### config.mk
export PLATFORM = sky130hd
export DESIGN_NAME = jr_redirect_unit_flat
export DESIGN_NICKNAME = d
export VERILOG_FILES = /design/src/rtl/jr_redirect_if.sv /design/src/rtl/jr_redirect_unit.sv /design/src/flat_wrapper.sv
export SDC_FILE = /design/constraint.sdc
export NUM_CORES = 1
export LEC_CHECK = 0
export ABC_AREA = 0
export CELL_PAD_IN_SITES_DETAIL_PLACEMENT = 1
export CELL_PAD_IN_SITES_GLOBAL_PLACEMENT = 2
export CORE_ASPECT_RATIO = 1.75
export CORE_MARGIN = 8
export CORE_UTILIZATION = 29
export CTS_CLUSTER_DIAMETER = 80
export DETAILED_ROUTE_END_ITERATION = 10
export PLACE_DENSITY_LB_ADDON = 0.1
export RECOVER_POWER = 100
export SYNTH_ARGS = -nofsm -noshare
export SYNTH_HDL_FRONTEND = slang
export SYNTH_SLANG_ARGS = --single-unit
### constraint.sdc
create_clock -name clk -period 5.4 [get_ports clk]
set_input_delay 1.08 -clock clk [delete_from_list [all_inputs] [get_ports clk]]
set_output_delay 1.08 -clock clk [all_outputs]
set_load 0.01 [all_outputs]
### src/rtl/jr_redirect_if.sv
// Handshake bundle between ID-stage decode/forwarding and the JR/JALR redirect unit.
// master = ID stage / PC logic side, slave = jr_redirect_unit.
interface jr_redirect_if #(
   parameter int ADDR_W = 32
);
   logic              stall_in;
   logic              instr_valid;
   logic [5:0]        op_code;
   logic [5:0]        func;
   logic [ADDR_W-1:0] pc_plus4;
   logic [ADDR_W-1:0] rs_data;
   logic              rs_ready;
   logic              stall_pc;
   logic              jr_redirect;
   logic [ADDR_W-1:0] jr_target;
   logic              flush_if_id;
   logic              link_we;
   logic [ADDR_W-1:0] link_data;
   logic              misalign_err;
   logic              timeout_err;

   modport master (
      output stall_in, instr_valid, op_code, func, pc_plus4, rs_data, rs_ready,
      input  stall_pc, jr_redirect, jr_target, flush_if_id, link_we, link_data,
             misalign_err, timeout_err
   );

   modport slave (
      input  stall_in, instr_valid, op_code, func, pc_plus4, rs_data, rs_ready,
      output stall_pc, jr_redirect, jr_target, flush_if_id, link_we, link_data,
             misalign_err, timeout_err
   );
endinterface

### src/rtl/jr_redirect_unit.sv
// JR/JALR redirect unit: waits for rs from forwarding, then issues a PC redirect pulse.
// Define JR_DELAY_SLOT_EN for MIPS delay-slot behaviour (no flush, link = pc_plus4 + 4).
module jr_redirect_unit #(
   parameter int ADDR_W   = 32,
   parameter int MAX_WAIT = 15
) (
   input  logic           clk,
   input  logic           rst_n,
   jr_redirect_if.slave   bus
);
   localparam int CNT_W = $clog2(MAX_WAIT + 1);

   localparam logic [1:0] IDLE     = 2'd0;
   localparam logic [1:0] WAIT_RS  = 2'd1;
   localparam logic [1:0] REDIRECT = 2'd2;

   logic [1:0]        state;
   logic [CNT_W-1:0]  wait_cnt;
   logic [ADDR_W-1:0] cap_rs;
   logic [ADDR_W-1:0] cap_link;
   logic              cap_jalr;
   logic              timeout_q;

   logic is_jr, is_jalr, hit;
   logic [ADDR_W-1:0] link_val;

   assign is_jr   = (bus.op_code == 6'h00) && (bus.func == 6'h08);
   assign is_jalr = (bus.op_code == 6'h00) && (bus.func == 6'h09);
   assign hit     = bus.instr_valid && (is_jr || is_jalr);

`ifdef JR_DELAY_SLOT_EN
   assign link_val = bus.pc_plus4 + ADDR_W'(4);
`else
   assign link_val = bus.pc_plus4;
`endif

   // Link value and JALR flag are taken at decode; rs may arrive later in WAIT_RS.
   always_ff @(posedge clk or negedge rst_n) begin
      if (!rst_n) begin
         state     <= IDLE;
         wait_cnt  <= '0;
         cap_rs    <= '0;
         cap_link  <= '0;
         cap_jalr  <= 1'b0;
         timeout_q <= 1'b0;
      end else begin
         timeout_q <= 1'b0;
         case (state)
            IDLE: begin
               if (hit && !bus.stall_in) begin
                  cap_link <= link_val;
                  cap_jalr <= is_jalr;
                  if (bus.rs_ready) begin
                     cap_rs <= bus.rs_data;
                     state  <= REDIRECT;
                  end else begin
                     wait_cnt <= '0;
                     state    <= WAIT_RS;
                  end
               end
            end
            WAIT_RS: begin
               if (bus.rs_ready) begin
                  cap_rs <= bus.rs_data;
                  state  <= REDIRECT;
               end else if (wait_cnt == CNT_W'(MAX_WAIT)) begin
                  timeout_q <= 1'b1;
                  state     <= IDLE;
               end else begin
                  wait_cnt <= wait_cnt + CNT_W'(1);
               end
            end
            REDIRECT: begin
               if (!bus.stall_in) state <= IDLE;
            end
            default: state <= IDLE;
         endcase
      end
   end

   // All redirect outputs come straight from flops, so they stay stable while stalled.
   assign bus.jr_redirect  = (state == REDIRECT);
   assign bus.jr_target    = {cap_rs[ADDR_W-1:2], 2'b00};
   assign bus.link_we      = (state == REDIRECT) && cap_jalr;
   assign bus.link_data    = cap_link;
   assign bus.misalign_err = (state == REDIRECT) && (cap_rs[1:0] != 2'b00);
   assign bus.timeout_err  = timeout_q;
`ifdef JR_DELAY_SLOT_EN
   assign bus.flush_if_id  = 1'b0;
`else
   assign bus.flush_if_id  = (state == REDIRECT);
`endif

   assign bus.stall_pc = ((state == IDLE) && hit && !bus.rs_ready)
                       || (state == WAIT_RS)
                       || ((state == REDIRECT) && bus.stall_in);
endmodule
### src/flat_wrapper.sv
// flat-port wrapper written by rule: the top's interface ports become plain ports
module jr_redirect_unit_flat 
#(
   parameter int ADDR_W   = 32,
   parameter int MAX_WAIT = 15
)
  (clk, rst_n, bus_stall_in, bus_instr_valid, bus_op_code, bus_func, bus_pc_plus4, bus_rs_data, bus_rs_ready, bus_stall_pc, bus_jr_redirect, bus_jr_target, bus_flush_if_id, bus_link_we, bus_link_data, bus_misalign_err, bus_timeout_err);
  jr_redirect_if #(.ADDR_W(ADDR_W)) bus_i ();
  input  logic clk;
  input  logic rst_n;
  input wire logic [$bits(bus_i.stall_in)-1:0] bus_stall_in;
  input wire logic [$bits(bus_i.instr_valid)-1:0] bus_instr_valid;
  input wire logic [$bits(bus_i.op_code)-1:0] bus_op_code;
  input wire logic [$bits(bus_i.func)-1:0] bus_func;
  input wire logic [$bits(bus_i.pc_plus4)-1:0] bus_pc_plus4;
  input wire logic [$bits(bus_i.rs_data)-1:0] bus_rs_data;
  input wire logic [$bits(bus_i.rs_ready)-1:0] bus_rs_ready;
  output wire logic [$bits(bus_i.stall_pc)-1:0] bus_stall_pc;
  output wire logic [$bits(bus_i.jr_redirect)-1:0] bus_jr_redirect;
  output wire logic [$bits(bus_i.jr_target)-1:0] bus_jr_target;
  output wire logic [$bits(bus_i.flush_if_id)-1:0] bus_flush_if_id;
  output wire logic [$bits(bus_i.link_we)-1:0] bus_link_we;
  output wire logic [$bits(bus_i.link_data)-1:0] bus_link_data;
  output wire logic [$bits(bus_i.misalign_err)-1:0] bus_misalign_err;
  output wire logic [$bits(bus_i.timeout_err)-1:0] bus_timeout_err;
  assign bus_i.stall_in = bus_stall_in;
  assign bus_i.instr_valid = bus_instr_valid;
  assign bus_i.op_code = bus_op_code;
  assign bus_i.func = bus_func;
  assign bus_i.pc_plus4 = bus_pc_plus4;
  assign bus_i.rs_data = bus_rs_data;
  assign bus_i.rs_ready = bus_rs_ready;
  assign bus_stall_pc = bus_i.stall_pc;
  assign bus_jr_redirect = bus_i.jr_redirect;
  assign bus_jr_target = bus_i.jr_target;
  assign bus_flush_if_id = bus_i.flush_if_id;
  assign bus_link_we = bus_i.link_we;
  assign bus_link_data = bus_i.link_data;
  assign bus_misalign_err = bus_i.misalign_err;
  assign bus_timeout_err = bus_i.timeout_err;
  jr_redirect_unit #(.ADDR_W(ADDR_W), .MAX_WAIT(MAX_WAIT)) u_core (.clk(clk), .rst_n(rst_n), .bus(bus_i));
endmodule
Yosys cells after proc, flatten, opt, wreduce, memory -nomap -nowiden
Cells that the tools add are included.
Word-level totals
  bits in registers: 72
  bits of input ports: 81
  logic and storage cells: 57
Operators by class
  $add $sub $neg: 1
  equality and inequality tests: 11
  mux-type cells: 17
  reductions and logical operators: 22
Operators by type and width (number)
  32-bit 2-to-1 mux: 2
  32-bit one-hot mux with 2 select lines: 1
  4-bit 2-to-1 mux: 4
  6-bit by 4-bit == test with 1-bit output (second input constant): 2
  2-bit 2-to-1 mux: 5
  1-bit logical AND: 9
  2-bit inequality test (second input constant): 4
  4-bit one-hot mux with 2 select lines: 1
  6-bit logical NOT: 1
  2-bit one-hot mux with 3 select lines: 1
  5-bit AND reduction: 1
  4-bit by 1-bit adder with 4-bit output (second input constant): 1
  4-bit == test (second input constant): 1
  2-bit AND reduction: 2
  2-bit nonzero test: 2
  1-bit logical OR: 3
  1-bit 2-to-1 mux: 3
  3-bit by 2-bit inequality test with 1-bit output (second input constant): 1
  3-bit AND reduction: 1
  2-bit by 1-bit == test with 1-bit output (second input constant): 1
  2-bit == test (second input constant): 1
  1-bit logical NOT: 2
  2-bit logical NOT: 1
  2-bit by 1-bit inequality test with 1-bit output (second input constant): 1

Logic depth before layout (Yosys ltp)
  depth in word-level cells: 8
  depth in mapped cells: 6

Least setup slack after synthesis
OpenSTA, ideal clock, no wires.
  path type: input to output
  start point: in bus_op_code[2]
  end point: out bus_stall_pc
  arrival: 2.258 ns
  data required time: 4.320 ns
  slack: 2.062 ns
  cell stages on the path: 4
  buffers on the path: 0
  cells stage by stage: or4_4 > nor3_4 > nand3b_1 > a31oi_1
On the way
  longest elaborated chain between the ends: 8
  elaborated cells on any way between the ends: 9
Ends and longest elaborated chain
  start, declared: RTL line flat_wrapper.sv:13  | input wire logic [$bits(bus_i.op_code)-1:0] bus_op_code;
  6-bit logical NOT *: RTL line jr_redirect_unit.sv:27, jr_redirect_unit.sv:28
  1-bit logical AND (on tied branches): RTL line jr_redirect_unit.sv:27, jr_redirect_unit.sv:28
  1-bit logical OR *: RTL line jr_redirect_unit.sv:29  | assign hit = bus.instr_valid && (is_jr || is_jalr);
  1-bit logical AND *: RTL line jr_redirect_unit.sv:29
  1-bit logical AND * (2 in series): RTL line jr_redirect_unit.sv:94  | assign bus.stall_pc = ((state == IDLE) && hit && !bus.rs_ready)
  1-bit logical OR *: RTL line jr_redirect_unit.sv:95  | || (state == WAIT_RS)
  1-bit logical OR *: RTL line jr_redirect_unit.sv:96  | || ((state == REDIRECT) && bus.stall_in);
  end, declared: RTL line flat_wrapper.sv:18  | output wire logic [$bits(bus_i.stall_pc)-1:0] bus_stall_pc;
Every way passes the cells marked *; elsewhere a longest branch is shown, timed or not.

Final worst setup path
  start point: in bus_op_code[5]
  end point: out bus_stall_pc
The elaborated chain is that of the path after synthesis.

==> impl_metrics.tcl <==
set metrics [dict create \
    outcome "complete, but fails checks" \
    failed_checks "capacitance limit, slew limit" \
    ant_nets 0 \
    synth_area_leaders "dfrtp_1 53%, mux2_4 26%, buf_4 7.3%" \
    slew_headroom -0.245 \
    hp-class "reg -> reg" \
    track_usage 0.127 \
    drv_cap 1 \
    crit_type "in -> out" \
    syn_area_per_cell_um2 15.7 \
    dieWidth_um 97.8 \
    yosysWarnings 0 \
    worst_setup_path_start_kind "primary input" \
    grt_pass1_wl_um 15000 \
    synth_flop_cell "dfrtp_1" \
    wl_per_cell_um 19.0 \
    fmax_mhz 220 \
    holdBufCountCts 0 \
    syn2layout_area_growth_pct 40.6 \
    path_clk_slew_ns 0.06 \
    die_area_mm2 0.0156 \
    crit_required_ns 4.32 \
    synthDistinctLibCells 31 \
    io-pin-count 151 \
    min_from "u_core.cap_rs[4]$_DFFE_PN0P_" \
    rr_startpoint "u_core.state[1]$_DFFE_PN0P_" \
    crit_chain "dlygate4sd3_1 > or4_1 > nor3_1 > nand3b_1 > a31oi_1 > dlygate4sd3_1" \
    antenna_found_initial 0 \
    synth_edf_count 0 \
    htreeDepth 3 \
    critPathCaptureType "primary output" \
    finalHoldViolCount 0 \
    final_cells 479 \
    drc 0 \
    syn_inst 217 \
    dp_cells 463 \
    fin_nets 421 \
    grt_max_degree 73 \
    grt_pass1_vias 2485 \
    diodes 0 \
    dp_hpwl_um 7070 \
    cts.path.max_buffers 2 \
    cts_buffers 9 \
    synthesis.area_mm2 0.00340 \
    final_cell_mix "77 x clkdlybuf4s50_1, 72 x dfrtp_1, 70 x dlygate4sd3_1" \
    portBuffers 148 \
    design_area_mm2 0.00478 \
    cts_tree "built" \
    cp_slowest_stage_delay_ns 0.64 \
    wl_um 9120 \
    slew_viol_final 73 \
    synth-seq-cells 72 \
    std_cell_rows 52 \
    synthArstFlopShare 1.00 \
    grt-ovfl-total 0 \
    synth_top_area_frac 0.530 \
    powerDensity_mw_per_mm2 278 \
    path_buf_inv 2 \
    fp.dieH_um 159 \
    place_congestion 0.679 \
    post_cts_buffers 0 \
    cts_root_buf "clkbuf_16" \
    rrSetupSlack_ns 2.84 \
    r2r_cells 4 \
    crit_arrival_ns 3.47 \
    post_drt_via_cell_ratio 4.46 \
    dr.pass1.iters 4 \
    synth_top_cell_by_area "dfrtp_1" \
    finalPower_mw 1.33 \
    drive_gt1_frac 0.0814 \
    dr.first_iter.drc_count 28 \
    critPathTopFamily "buffers and inverters" \
    finalSetupViolations 0 \
    via_count 2136 \
    insertion_delay_ns 0.33 \
    seq_area_frac_synth 0.530 \
    rsz0062_at_grt "no" \
    power.leakage_nw 2.49 \
    fin_skew_ns 0.00615 \
    cp_slowest_cell "dlygate4sd3_1" \
    crit_path_frequent_cell "dlygate4sd3_1" \
    r2r_end "u_core.cap_rs[28]$_DFFE_PN0P_" \
    initial_utilization 0.295 \
    hold-path-endpoint "u_core.cap_rs[4]$_DFFE_PN0P_" \
    setup_tns_ns 0 \
    hold_depth 1 \
    cts_resized 0 \
    worst_slew_pin_slew_ns 1.87 \
    crit_fanout 3 \
    ir_drop_mv 0.164 \
    min_period_ns 4.55 \
    cts_sinks 72 \
    fin_crit_sh 0.843 \
    coreArea_mm2 0.0115 \
    layout_commonest_cell "clkdlybuf4s50_1" \
    place_area_mm2 0.00471 \
    finish.utilization 0.415 \
]
-- area by class of cell --
cell class / count / area, um^2
tap: 135 / 169
timing repair buffer: 150 / 1480
clock buffer: 9 / 225
sequential: 72 / 1800
multi-input combinational: 101 / 983
fill: 1223 / 6740
clock inverter: 7 / 95.1
inverter: 5 / 18.8
-- layer usage --
layer	global-route usage	up-vias	routed length, um
met3	0.0460	13	608
met5	0	-	0
met2	0.228	84	5140
met1	0.127	1076	3180
met4	0.0578	0	191
li1	-	963	-
-- stage by stage --
step / hold slack, ns / worst slack (ns)
floorplan: 0.477 / 2.06
global placement: 0.486 / 1.11
detailed placement: 0.492 / 1.10
CTS: 0.506 / 1.11
global route: 0.501 / 0.739
finish: 0.476 / 0.848
-- cell usage after synthesis (2+ instances only) --
| library cell | count |
|---|---|
| mux2_2 | 6 |
| nor2_1 | 3 |
| buf_4 | 33 |
| buf_12 | 3 |
| mux2_4 | 58 |
| nand3_1 | 2 |
| a21oi_1 | 3 |
| dfrtp_1 | 72 |
| o21a_1 | 2 |
| nand2_1 | 3 |
| inv_1 | 5 |
| nor4_1 | 2 |
| buf_6 | 4 |
| mux2i_1 | 2 |
| o2bb2ai_1 | 2 |
| nor3_1 | 2 |
-- logic make-up after synthesis --
logic type,share of synthesized area
compound gates,0.0261
flops,0.530
other cells,0.00110
buf+inv,0.109
simple gates,0.0475
mux,0.282
fa+ha+maj,0.00368
-- worst max-delay path by stage --
stage	endpoint	cells after the start	from
4_1_cts	bus_stall_pc	6	bus_op_code[2]
5_1_grt	bus_stall_pc	6	bus_op_code[5]
3_5_place_dp	bus_stall_pc	6	bus_op_code[2]
3_3_place_gp	bus_stall_pc	6	bus_op_code[2]
2_1_floorplan	bus_stall_pc	4	bus_op_code[2]
6_report	bus_stall_pc	6	bus_op_code[5]
-- state kept, by name, summed over array words and instances (netlist names) --
signal / cells
u_core.cap_jalr: 1
u_core.wait_cnt: 4
u_core.bus.timeout_err: 1
u_core.state: 2
u_core.cap_rs: 32
u_core.bus.link_data: 32
-- worst reg2reg max path, stage by stage (launching register included) --
cell and delay (ns):
dfrtp_1 0.44, inv_1 0.23, o211a_1 0.63, clkbuf_1 0.73, mux2_2 0.41
-- power by group --
part | switching [mW] | total, mW | internal [mW]
combinational | 0.0411 | 0.122 | 0.0804
sequential | 0.00856 | 0.565 | 0.556
clock | 0.237 | 0.642 | 0.405
Power figures use the tool's default switching activity.
